**config.mk**
```make
export PLATFORM = sky130hd
export DESIGN_NAME = sff_stim_check
export DESIGN_NICKNAME = d
export VERILOG_FILES = /design/src/rtl/sff_stim_check.sv
export SDC_FILE = /design/constraint.sdc
export NUM_CORES = 1
export LEC_CHECK = 0
export BUFFER_PORTS_ARGS = -buffer_cell sky130_fd_sc_hd__buf_2
export CAP_MARGIN = 20
export CORE_MARGIN = 2
export CORE_UTILIZATION = 57
export DETAILED_ROUTE_END_ITERATION = 16
export GPL_TIMING_DRIVEN = 0
export PLACE_DENSITY = 0.89
export RECOVER_POWER = 25
export SLEW_MARGIN = 20
export SYNTH_ARGS = -nofsm -noshare
export SYNTH_HDL_FRONTEND = slang
export SYNTH_SLANG_ARGS = --single-unit
```
**constraint.sdc**
```tcl
create_clock -name clk -period 2.8 [get_ports clk]
set_clock_uncertainty 0.1 [all_clocks]
set_input_delay 0.42 -clock clk [delete_from_list [all_inputs] [get_ports clk]]
set_output_delay 0.42 -clock clk [all_outputs]
set_load 0.02 [all_outputs]
```
**src/rtl/sff_stim_check.sv**
```systemverilog
// Stimulus generator and checker for a D flop with asynchronous active-high set.
// An LFSR drives d and set; a one-bit reference model predicts q and mismatches are counted.
module sff_stim_check #(
    parameter int unsigned SET_BITS = 3
) (
    input  logic        clk,
    input  logic        rst_n,
    input  logic        start,
    input  logic [15:0] num_vec,
    input  logic [7:0]  seed,
    output logic        dut_d,
    output logic        dut_set,
    input  logic        dut_q,
    output logic        busy,
    output logic        done,
    output logic        pass,
    output logic [15:0] err_cnt,
    output logic [15:0] first_err_idx
);

    typedef enum logic [1:0] {
        ST_IDLE = 2'd0,
        ST_RUN  = 2'd1,
        ST_DONE = 2'd2
    } state_t;

    function automatic logic [7:0] lfsr_step(input logic [7:0] v);
        return {v[6:0], v[7] ^ v[5] ^ v[4] ^ v[3]};
    endfunction

    function automatic logic [15:0] sat_inc(input logic [15:0] v);
        return (v == 16'hFFFF) ? v : v + 16'd1;
    endfunction

    state_t      state_r;
    state_t      state_nxt_s;
    logic [7:0]  lfsr_r;
    logic [15:0] vec_idx_r;
    logic [15:0] num_vec_r;
    logic        exp_r;
    logic [15:0] err_cnt_r;
    logic [15:0] first_err_idx_r;

    logic        run_s;
    logic        start_ok_s;
    logic        last_vec_s;
    logic        dut_d_s;
    logic        dut_set_s;
    logic        mismatch_s;

    assign run_s      = (state_r == ST_RUN);
    assign start_ok_s = start & ~run_s;
    assign last_vec_s = (vec_idx_r == (num_vec_r - 16'd1));
    assign dut_d_s    = run_s & lfsr_r[7];
    assign dut_set_s  = run_s & (&lfsr_r[SET_BITS-1:0]);
    // q expected now: held reference value, or 1 while set is asserted
    assign mismatch_s = (dut_q != (dut_set_s | exp_r));

    assign dut_d         = dut_d_s;
    assign dut_set       = dut_set_s;
    assign busy          = run_s;
    assign done          = (state_r == ST_DONE);
    assign pass          = (state_r == ST_DONE) && (err_cnt_r == 16'd0);
    assign err_cnt       = err_cnt_r;
    assign first_err_idx = first_err_idx_r;

    // State register
    always_ff @(posedge clk or negedge rst_n) begin
        if (!rst_n) begin
            state_r <= ST_IDLE;
        end else begin
            state_r <= state_nxt_s;
        end
    end

    // Next-state decode
    always_comb begin
        state_nxt_s = state_r;
        case (state_r)
            ST_IDLE, ST_DONE: begin
                if (start) begin
                    state_nxt_s = (num_vec == 16'd0) ? ST_DONE : ST_RUN;
                end else begin
                    state_nxt_s = state_r;
                end
            end
            ST_RUN: begin
                if (last_vec_s) begin
                    state_nxt_s = ST_DONE;
                end else begin
                    state_nxt_s = ST_RUN;
                end
            end
            default: state_nxt_s = ST_IDLE;
        endcase
    end

    // LFSR, vector index and result registers
    always_ff @(posedge clk or negedge rst_n) begin
        if (!rst_n) begin
            lfsr_r          <= 8'h01;
            vec_idx_r       <= 16'd0;
            num_vec_r       <= 16'd0;
            err_cnt_r       <= 16'd0;
            first_err_idx_r <= 16'hFFFF;
        end else if (start_ok_s) begin
            // an all-zero seed would lock the LFSR, so it is replaced by 1
            lfsr_r          <= (seed == 8'h00) ? 8'h01 : seed;
            vec_idx_r       <= 16'd0;
            num_vec_r       <= num_vec;
            err_cnt_r       <= 16'd0;
            first_err_idx_r <= 16'hFFFF;
        end else if (run_s) begin
            lfsr_r    <= lfsr_step(lfsr_r);
            vec_idx_r <= vec_idx_r + 16'd1;
            if (mismatch_s) begin
                err_cnt_r <= sat_inc(err_cnt_r);
                if (first_err_idx_r == 16'hFFFF) begin
                    first_err_idx_r <= vec_idx_r;
                end
            end
        end
    end

    // Reference flop model, tracks the flop under test in every state
    always_ff @(posedge clk or negedge rst_n) begin
        if (!rst_n) begin
            exp_r <= 1'b0;
        end else begin
            exp_r <= dut_set_s ? 1'b1 : dut_d_s;
        end
    end

endmodule
```
==> flow_metrics.tcl, run 1 <==
set metrics [dict create \
    gr-usage-all-layers 0.266 \
    ys_seq_area_frac 0.467 \
    rsz0062_at_grt "no" \
    clk_path_buf_depth 2 \
    yosys-top-cells-count "84 x nand2_1, 58 x dfrtp_1, 21 x o21ai_0" \
    layout-drive-gt1-share 0.235 \
    overflow 0 \
    num_rows 30 \
    syn-num-nets 460 \
    synth_edf_count 0 \
    critical_path_arrival_ps 2820 \
    start_util 0.594 \
    cpPeakStageDelay_ps 470 \
    final-setup-viol-count 0 \
    netlist.area_leader.share 0.357 \
    fin_crit_sh 0.954 \
    io_pins 65 \
    p_leak_nw 2.18 \
    drt_iter0_drc 247 \
    placed_cell_area_sq_um 4520 \
    avgSynthCellArea_sq_um 9.49 \
    yosys.area.top_type "dfrtp_1" \
    crit_path_start_kind "register" \
    fill_cells 548 \
    postRouteAntennaNets 0 \
    cpMostUsedCell "a2111oi_2" \
    die_area_sq_um 7810 \
    synthToLayoutAreaGrowth_pct 16.5 \
    crit_chain "inv_1, ha_2, or4b_4, a2111oi_2, nor3_1, a2111oi_2, nand4_1, a21bo_1" \
    relSlewSlack -0.179 \
    yosysWarnings 0 \
    rrSetupSlack_ps 130 \
    synth.area.top_cells "dfrtp_1 36%, dfstp_2 11%, nand2_1 7.8%, mux2i_1 3.9%, o22a_1 3.5%" \
    powerDensity_nw_per_um2 974 \
    finalPower_w 0.00461 \
    drt-wirelength-per-cell_um 16.3 \
    io_buffer_count 64 \
    htreeDepth 3 \
    antenna_found_initial 0 \
    cts.clk_slew.worst_paths_ps 80 \
    grt_pass1_vias 3561 \
    max-cap-violations 1 \
    cts_buffers 9 \
    gp_congestion 0.869 \
    die_h_um 88.4 \
    synth_cell_type_count 56 \
    min_path_type "input pin to register" \
    peakVddDrop_v 0.000572 \
    async_flop_share 1.00 \
    drc 0 \
    yosysMostFrequentCell "nand2_1" \
    drt_wl_total_um 9890 \
    slowest_stage "or4b_4" \
    critPathKind "register to register" \
    worstMarginPinSlew_ps 1770 \
    grt_max_degree 44 \
    cts.sinks 75 \
    dr.pass1.iters 5 \
    synth-seq-cells 75 \
    final_cell_area_sq_um 4730 \
    via_per_inst 5.94 \
    num_vias 3597 \
    clock_latency_ps 350 \
    cts_tree "yes" \
    min_period_ps 2670 \
    crit_required_ps 2950 \
    core_region_area_sq_um 6830 \
    tns_ps 0 \
    antenna_cells 0 \
    fmax_ghz 0.374 \
    end_kind "register" \
    grt_pass1_wl_um 16200 \
    drv_slew 33 \
    synth_cells 428 \
    violations "max-capacitance violations, max-slew violations" \
    fp.dieW_um 88.4 \
    yosys_most_used_dff "dfrtp_1" \
    outcome "finished with violations" \
    cts_root_buf "clkbuf_8" \
    crit_fanout 6 \
    hpwl_um 7210 \
    final_nets 537 \
    hold_viol 0 \
    synth_area_sq_um 4060 \
]
## logic make-up after synthesis
group                      share of synthesized area
DFF                                            0.467
AOI/OAI and AO/OA                              0.142
and+or+nand+nor                                0.241
buffers and inverters                         0.0397
xor gates and xnor gates                      0.0579
muxes                                         0.0394
adders and majority gates                     0.0123
## layout by cell type, fill, tap and decap left out, types with 3 or more instances in the layout
cell and n:
nand3b_1 4, nor4_1 12, o21ai_0 21, clkbuf_8 10
nor2_1 16, and3_1 6, mux2i_1 16, or4_1 7
o211ai_1 9, dfstp_2 17, buf_2 64, nand2b_1 4
dfrtp_1 58, inv_1 9, a21oi_1 10, nand3_1 14
or2_2 3, ha_1 3, nand4_1 15, and2_1 3
xnor2_1 14, o22a_1 16, o31ai_1 6, a31o_2 3
buf_1 3, xor2_1 11, nand2_1 84, nor3_1 5
buf_6 3, or3_1 4, clkbuf_1 18
## cell type report
class / instances / area (sq um) / area share
Buffer: 25 / 119 / 0.0251
Clock buffer: 11 / 163 / 0.0344
Clock inverter: 5 / 31.3 / 0.00661
Inverter: 10 / 42.5 / 0.00899
Multi-Input combinational cell: 318 / 2010 / 0.425
Sequential cell: 75 / 1900 / 0.401
Tap cell: 96 / 120 / 0.0254
Timing Repair Buffer: 66 / 349 / 0.0738
## metal layers
| layer | vias up | GRT usage | share of wire |
|---|---|---|---|
| li1 | 1705 | - | - |
| met1 | 1745 | 0.339 | 0.42 |
| met2 | 129 | 0.451 | 0.51 |
| met3 | 18 | 0.0420 | 0.054 |
| met4 | 0 | 0.118 | 0.020 |
| met5 | - | 0 | 0 |
## report_power, final
| group | internal (W) | switching [W] | total (W) |
|---|---|---|---|
| clock network | 0.000401 | 0.000418 | 0.000820 |
| registers | 0.00148 | 0.000329 | 0.00181 |
| logic | 0.000804 | 0.00118 | 0.00198 |
| total | 0.00268 | 0.00192 | 0.00461 |
## repair_timing
action                                  4_1_cts  5_1_grt
gates resized for setup                       1        1
setup buffers                                 0        0
endpoints found under the setup margin        1        1
pin swaps                                     0        1
endpoints found under the hold margin        16        0
hold buffers                                  1        0
## through the flow
stage / hold slack [ps] / setup WS, ps / util / std cells
after floorplan: 24.4 / 414 / - / 428
after global placement: 367 / 80.6 / 0.659 / 588
after detailed placement: 285 / 14.5 / 0.662 / 589
after CTS: 164 / 120 / 0.693 / 606
after global routing: 176 / 42.1 / 0.693 / 606
final: 176 / 128 / 0.693 / 606
## final timing paths
path | startpoint | to | depth (start not counted)
max in group asynchronous | rst_n | lfsr_r[0] | 3
min | num_vec[10] | num_vec_r[10] | 3
max | num_vec_r[0] | state_r[0] | 8
max reg2reg | num_vec_r[0] | state_r[0] | 8
min reg2reg | lfsr_r[2] | lfsr_r[3] | 2
min in group asynchronous | rst_n | num_vec_r[14] | 2
## critical path, delay by kind of cell (launching register included)
kind | cells | cell delay [ps]
fa+ha+maj | 1 | 240
simple gates | 3 | 830
flops | 1 | 420
compound gates | 3 | 880
buf+inv | 1 | 100
## state kept, by name, indices dropped and copies added (netlist names)
name,cells
state_r,2
lfsr_r,8
err_cnt,16
exp_r,1
first_err_idx,16
vec_idx_r,16
num_vec_r,16
Note: power is estimated with default switching activity, not from simulation.
==> run 2, diff against run 1 <==
- CELL_PAD_IN_SITES_DETAIL_PLACEMENT: default -> 0
- CELL_PAD_IN_SITES_GLOBAL_PLACEMENT: default -> 2
- CORE_UTILIZATION: 57 -> 35
- PLACE_DENSITY: 0.89 -> 0.88
==> run 2 against run 1 <==
The flow still finishes with violations (max-capacitance violations, max-slew violations); die area up 60%; cell count up 7.8%; largest cell class unchanged; first-iteration DRC count down 25%; utilization fell by 25 points; register-to-register slack better by 50 ps; critical endpoint unchanged; via count decreased by 1.9%; routed wire length is 8.0% higher; highest routed layer unchanged.
==> flow_metrics.tcl, run 2 (same netlist as run 1, synthesis figures left out) <==
set metrics [dict create \
    end_kind "register" \
    swShare 0.374 \
    holdPathStages 3 \
    power_frac_comb 0.377 \
    dr.pass1.iters 4 \
    fill_cells 1143 \
    gp_congestion 0.800 \
    drt_wl_total_um 10700 \
    cts_buffers 9 \
    start_util 0.357 \
    io_buffer_count 64 \
    stdcell_count 653 \
    crit_chain "inv_1, ha_4, or4b_4, a2111oi_4, nor3_1, a2111oi_2, nand4_1, a21bo_1" \
    fin_crit_sh 0.936 \
    slowest_stage "or4b_4" \
    peakVddDrop_v 0.000514 \
    rrSetupSlack_ps 180 \
    powerDensity_nw_per_um2 1070 \
    critPathKind "register to register" \
    grt_pass1_vias 3462 \
    placed_cell_area_sq_um 4590 \
    htreeDepth 3 \
    dp_cells 636 \
    core_region_area_sq_um 11400 \
    hold_viol 0 \
    cts_root_buf "clkbuf_16" \
    rsz0062_at_grt "no" \
    antenna_cells 0 \
    hold_start "num_vec[9]" \
    final_cell_area_sq_um 5020 \
    fmax_ghz 0.381 \
    register_area_sq_um 1900 \
    crit_required_ps 2930 \
    seqPwrFrac 0.340 \
    critical_path_arrival_ps 2750 \
    cts_tree "yes" \
    drt-wirelength-per-cell_um 16.3 \
    final_nets 537 \
    grt_max_degree 48 \
    drc 0 \
    fp.dieW_um 112 \
    multi_input_comb_area_sq_um 2030 \
    grt_pass1_wl_um 17800 \
    crit_path_start_kind "register" \
    r2r_cells 8 \
    p_leak_nw 2.27 \
    postRouteAntennaNets 0 \
    p_clk_frac 0.283 \
    drt_iter0_drc 185 \
    num_vias 3529 \
    final-setup-viol-count 0 \
    gr-usage-all-layers 0.179 \
    final_cell_mix "84 x nand2_1, 64 x buf_2, 58 x dfrtp_1" \
    power.internal_w 0.00335 \
    r2r_start "num_vec_r[0]" \
    crit_fanout 6 \
    hold_ws_ps 179 \
    layout-drive-gt1-share 0.235 \
    overflow 0 \
    die_h_um 112 \
    min_path_type "input pin to register" \
    hpwl_um 7690 \
    max-cap-violations 1 \
    final_common_cell "nand2_1" \
    clock_latency_ps 350 \
    cpPeakStageDelay_ps 480 \
    io_pins 65 \
    outcome "finished with violations" \
    hold_end "num_vec_r[9]" \
    cts.clk_slew.worst_paths_ps 60 \
    antenna_found_initial 0 \
    clk_path_buf_depth 2 \
    violations "max-capacitance violations, max-slew violations" \
    die_area_sq_um 12500 \
    worstMarginPinSlew_ps 1680 \
    num_rows 39 \
    min_period_ps 2620 \
    switchingPower_w 0.00200 \
    via_per_inst 5.40 \
    drv_slew 29 \
    relSlewSlack -0.122 \
    synthToLayoutAreaGrowth_pct 23.5 \
    cts.sinks 75 \
    timing.rr.end "state_r[0]" \
]
==> run 2: cell types whose count changed in the layout (fill, tap and decap cells not counted), moves of 2 or more <==
| cell | delta |
|---|---|
| bufinv_16 | +5 |
| clkbuf_8 | -10 |
| clkbuf_16 | +8 |
| inv_4 | -2 |
==> run 2: timing repair <==
action,CTS,global route
pin swaps,0,1
endpoints found under the setup margin,1,2
endpoints found under the hold margin,15,0
setup buffers,0,0
gates resized for setup,1,3
hold buffers,1,0
==> run 2: critical path: cells and delay by family (launching register included) <==
family	cells	cell delay, ps
adders and majority gates	1	180
DFF	1	410
buffers and inverters	1	130
and+or+nand+nor	3	830
AOI/OAI and AO/OA	3	870
==> run 2: power by group through the flow <==
stage | logic, W | registers [W] | clock network (W)
final | 0.00202 | 0.00182 | 0.00152
after global routing | 0.00225 | 0.00187 | 0.00159
after CTS | 0.00199 | 0.00182 | 0.00154
after detailed placement | 0.00197 | 0.00183 | 0
after global placement | 0.00193 | 0.00182 | 0
after floorplan | 0.00133 | 0.00187 | 0
==> run 2: final cells by class <==
type / instances / share of cell area
Buffer: 25 / 0.0237
Clock buffer: 9 / 0.0449
Clock inverter: 7 / 0.0327
Inverter: 10 / 0.00848
Multi-Input combinational cell: 318 / 0.405
Sequential cell: 75 / 0.378
Tap cell: 143 / 0.0357
Timing Repair Buffer: 66 / 0.0711
==> run 2: how the worst max path moves through the flow <==
stage	start	to	slack (ps)	cells past startpoint
CTS	num_vec_r[0]	state_r[0]	120	8
global placement	num_vec_r[0]	state_r[0]	-30	8
finish	num_vec_r[0]	state_r[0]	180	8
floorplan	num_vec_r[0]	state_r[0]	410	8
detailed placement	num_vec_r[0]	state_r[0]	-60	8
global route	num_vec_r[0]	state_r[0]	20	8
==> run 2: per-layer routing <==
metal	part of all wire	routed length, um	global-route usage	up-vias
met5	0	0	0	-
met4	0.012	131	0.0461	0
met3	0.042	446	0.0544	12
met2	0.49	5180	0.293	81
met1	0.46	4920	0.232	1738
li1	-	-	-	1698
==> run 2: metrics by stage <==
stage          power (W)   util  setup slack [ps]  TNS (ps)
2_1_floorplan    0.00320      -               414         0
3_3_place_gp     0.00375  0.401             -27.9     -27.9
3_5_place_dp     0.00380  0.404             -58.5     -58.5
4_1_cts          0.00535  0.439               124         0
5_1_grt          0.00572  0.441              16.0         0
6_report         0.00535  0.441               179         0
==> run 3, diff against run 2 <==
- CORE_UTILIZATION: 35 -> 36
- CTS_BUF_LIST: default -> sky130_fd_sc_hd__clkbuf_4 sky130_fd_sc_hd__clkbuf_8
- PLACE_DENSITY: 0.88 -> 0.9
==> run 3 against run 2 <==
The run still ends with max-capacitance violations, max-slew violations left; non-clock buffer count stayed put; fmax is 1.3% lower; combinational power is 2% lower; via count is 2.8% lower; routed wire length is 4.7% lower; critical endpoint unchanged; clock power is 34% lower; worst hold slack worse by 2.2 ps; utilization is 0.24 points higher; sequential share of layout area is 1.3 points higher; largest power group unchanged; first-iteration DRC count is 15% lower; global-route usage is 0.17 points higher.
==> flow_metrics.tcl, run 3 (same netlist as run 1, synthesis figures left out) <==
set metrics [dict create \
    final_cell_mix "84 x nand2_1, 64 x buf_2, 58 x dfrtp_1" \
    rsz0062_at_grt "no" \
    r2r_start "num_vec_r[0]" \
    clock_latency_ps 360 \
    p_leak_nw 2.19 \
    cts_tree "yes" \
    drt_wl_total_um 10200 \
    crit_required_ps 2950 \
    max-cap-violations 1 \
    grt_pass1_wl_um 16900 \
    critical_path_arrival_ps 2800 \
    htreeDepth 3 \
    drt_iter0_drc 157 \
    grt_pass1_vias 3258 \
    hpwl_um 7580 \
    final-setup-viol-count 0 \
    timing.rr.end "state_r[0]" \
    dr.pass1.iters 4 \
    io_pins 65 \
    critPathKind "register to register" \
    fp.dieW_um 110 \
    cts_buffers 9 \
    antenna_cells 0 \
    worstMarginPinSlew_ps 1690 \
    cts.sinks 75 \
    via_per_inst 5.28 \
    synthToLayoutAreaGrowth_pct 19.5 \
    violations "max-capacitance violations, max-slew violations" \
    grt_max_degree 48 \
    final_nets 537 \
    peakVddDrop_v 0.000357 \
    relSlewSlack -0.127 \
    gp_congestion 0.802 \
    crit_fanout 6 \
    min_period_ps 2660 \
    fin_crit_sh 0.949 \
    fmax_ghz 0.376 \
    postRouteAntennaNets 0 \
    final_common_cell "nand2_1" \
    gr-usage-all-layers 0.181 \
    die_h_um 110 \
    fill_cells 1105 \
    drc 0 \
    postCtsSetupBuffers 0 \
    start_util 0.371 \
    antenna_found_initial 0 \
    hold_ws_ps 177 \
    die_area_sq_um 12100 \
    clk_path_buf_depth 2 \
    cts_root_buf "clkbuf_8" \
    hold_viol 0 \
    drv_slew 29 \
    critical_path.endpoint "state_r[0]" \
    finalPower_w 0.00479 \
    critPathLaunch "num_vec_r[0]" \
    core_region_area_sq_um 10900 \
    overflow 0 \
    end_kind "register" \
    outcome "finished with violations" \
    crit_path_start_kind "register" \
    layout-drive-gt1-share 0.235 \
    rrSetupSlack_ps 140 \
    final_cell_area_sq_um 4850 \
    num_rows 38 \
    drt-wirelength-per-cell_um 15.6 \
    min_path_type "input pin to register" \
    placed_cell_area_sq_um 4590 \
    r2r_cells 8 \
    num_vias 3431 \
    io_buffer_count 64 \
    cts.clk_slew.worst_paths_ps 80 \
    powerDensity_nw_per_um2 987 \
]
[run 3: cell types whose count changed in the layout (fill, tap and decap cells not counted), sizes merged]
cell      before  now
clkinv         3    4
clkinvlp       0    1
bufinv         5    3
[run 3: how the worst min path moves through the flow]
stage                     start  cells past startpoint             to
floorplan                 rst_n                      0     err_cnt[0]
global placement      lfsr_r[6]                      2      lfsr_r[7]
detailed placement        rst_n                      1  num_vec_r[14]
CTS                  num_vec[7]                      3   num_vec_r[7]
global route        num_vec[13]                      3  num_vec_r[13]
finish               num_vec[7]                      3   num_vec_r[7]
[run 3: power breakdown]
group          total [W]  internal, W  switching [W]
Clock            0.00101     0.000590       0.000416
Sequential       0.00181      0.00148       0.000327
Combinational    0.00198     0.000818        0.00116
Total            0.00479      0.00289        0.00190
[run 3: cell type report]
class                      count  area (sq um)  share of cell area
timing repair buffer          66           357              0.0735
tap                          140           175              0.0361
sequential                    75          1900               0.391
multi-input combinational    318          2020               0.416
clock buffer                   9           124              0.0255
clock inverter                 7           116              0.0240
buffer                        25           119              0.0245
inverter                      10          42.5             0.00877
[run 3: worst max-delay path, cell delays in order, from the launching register on]
cell	delay, ps
dfrtp_1	420
inv_1	120
ha_4	180
or4b_4	460
a2111oi_2	320
nor3_1	120
a2111oi_2	340
nand4_1	260
a21bo_1	250
[run 3: metrics by stage]
step | std cells | utilization | setup slack, ps | setup TNS, ps
global route | 650 | 0.444 | 34.5 | 0
detailed placement | 633 | 0.419 | -59.8 | -59.8
floorplan | 428 | - | 414 | 0
CTS | 650 | 0.443 | 97.9 | 0
global placement | 632 | 0.417 | -36.5 | -36.5
finish | 650 | 0.444 | 143 | 0
[run 3: routing by layer]
layer | global-route usage | wire [um]
met1 | 0.247 | 4870
met2 | 0.292 | 4860
met3 | 0.0412 | 307
met4 | 0.0420 | 138
met5 | 0 | 0
[run 3: what timing repair did]
action / 4_1_cts / 5_1_grt
endpoints found under the hold margin: 16 / 0
setup endpoints to repair: 1 / 1
resized for setup: 1 / 2
pin swaps: 0 / 1
hold buffers: 1 / 0
gates cloned: 0 / 0
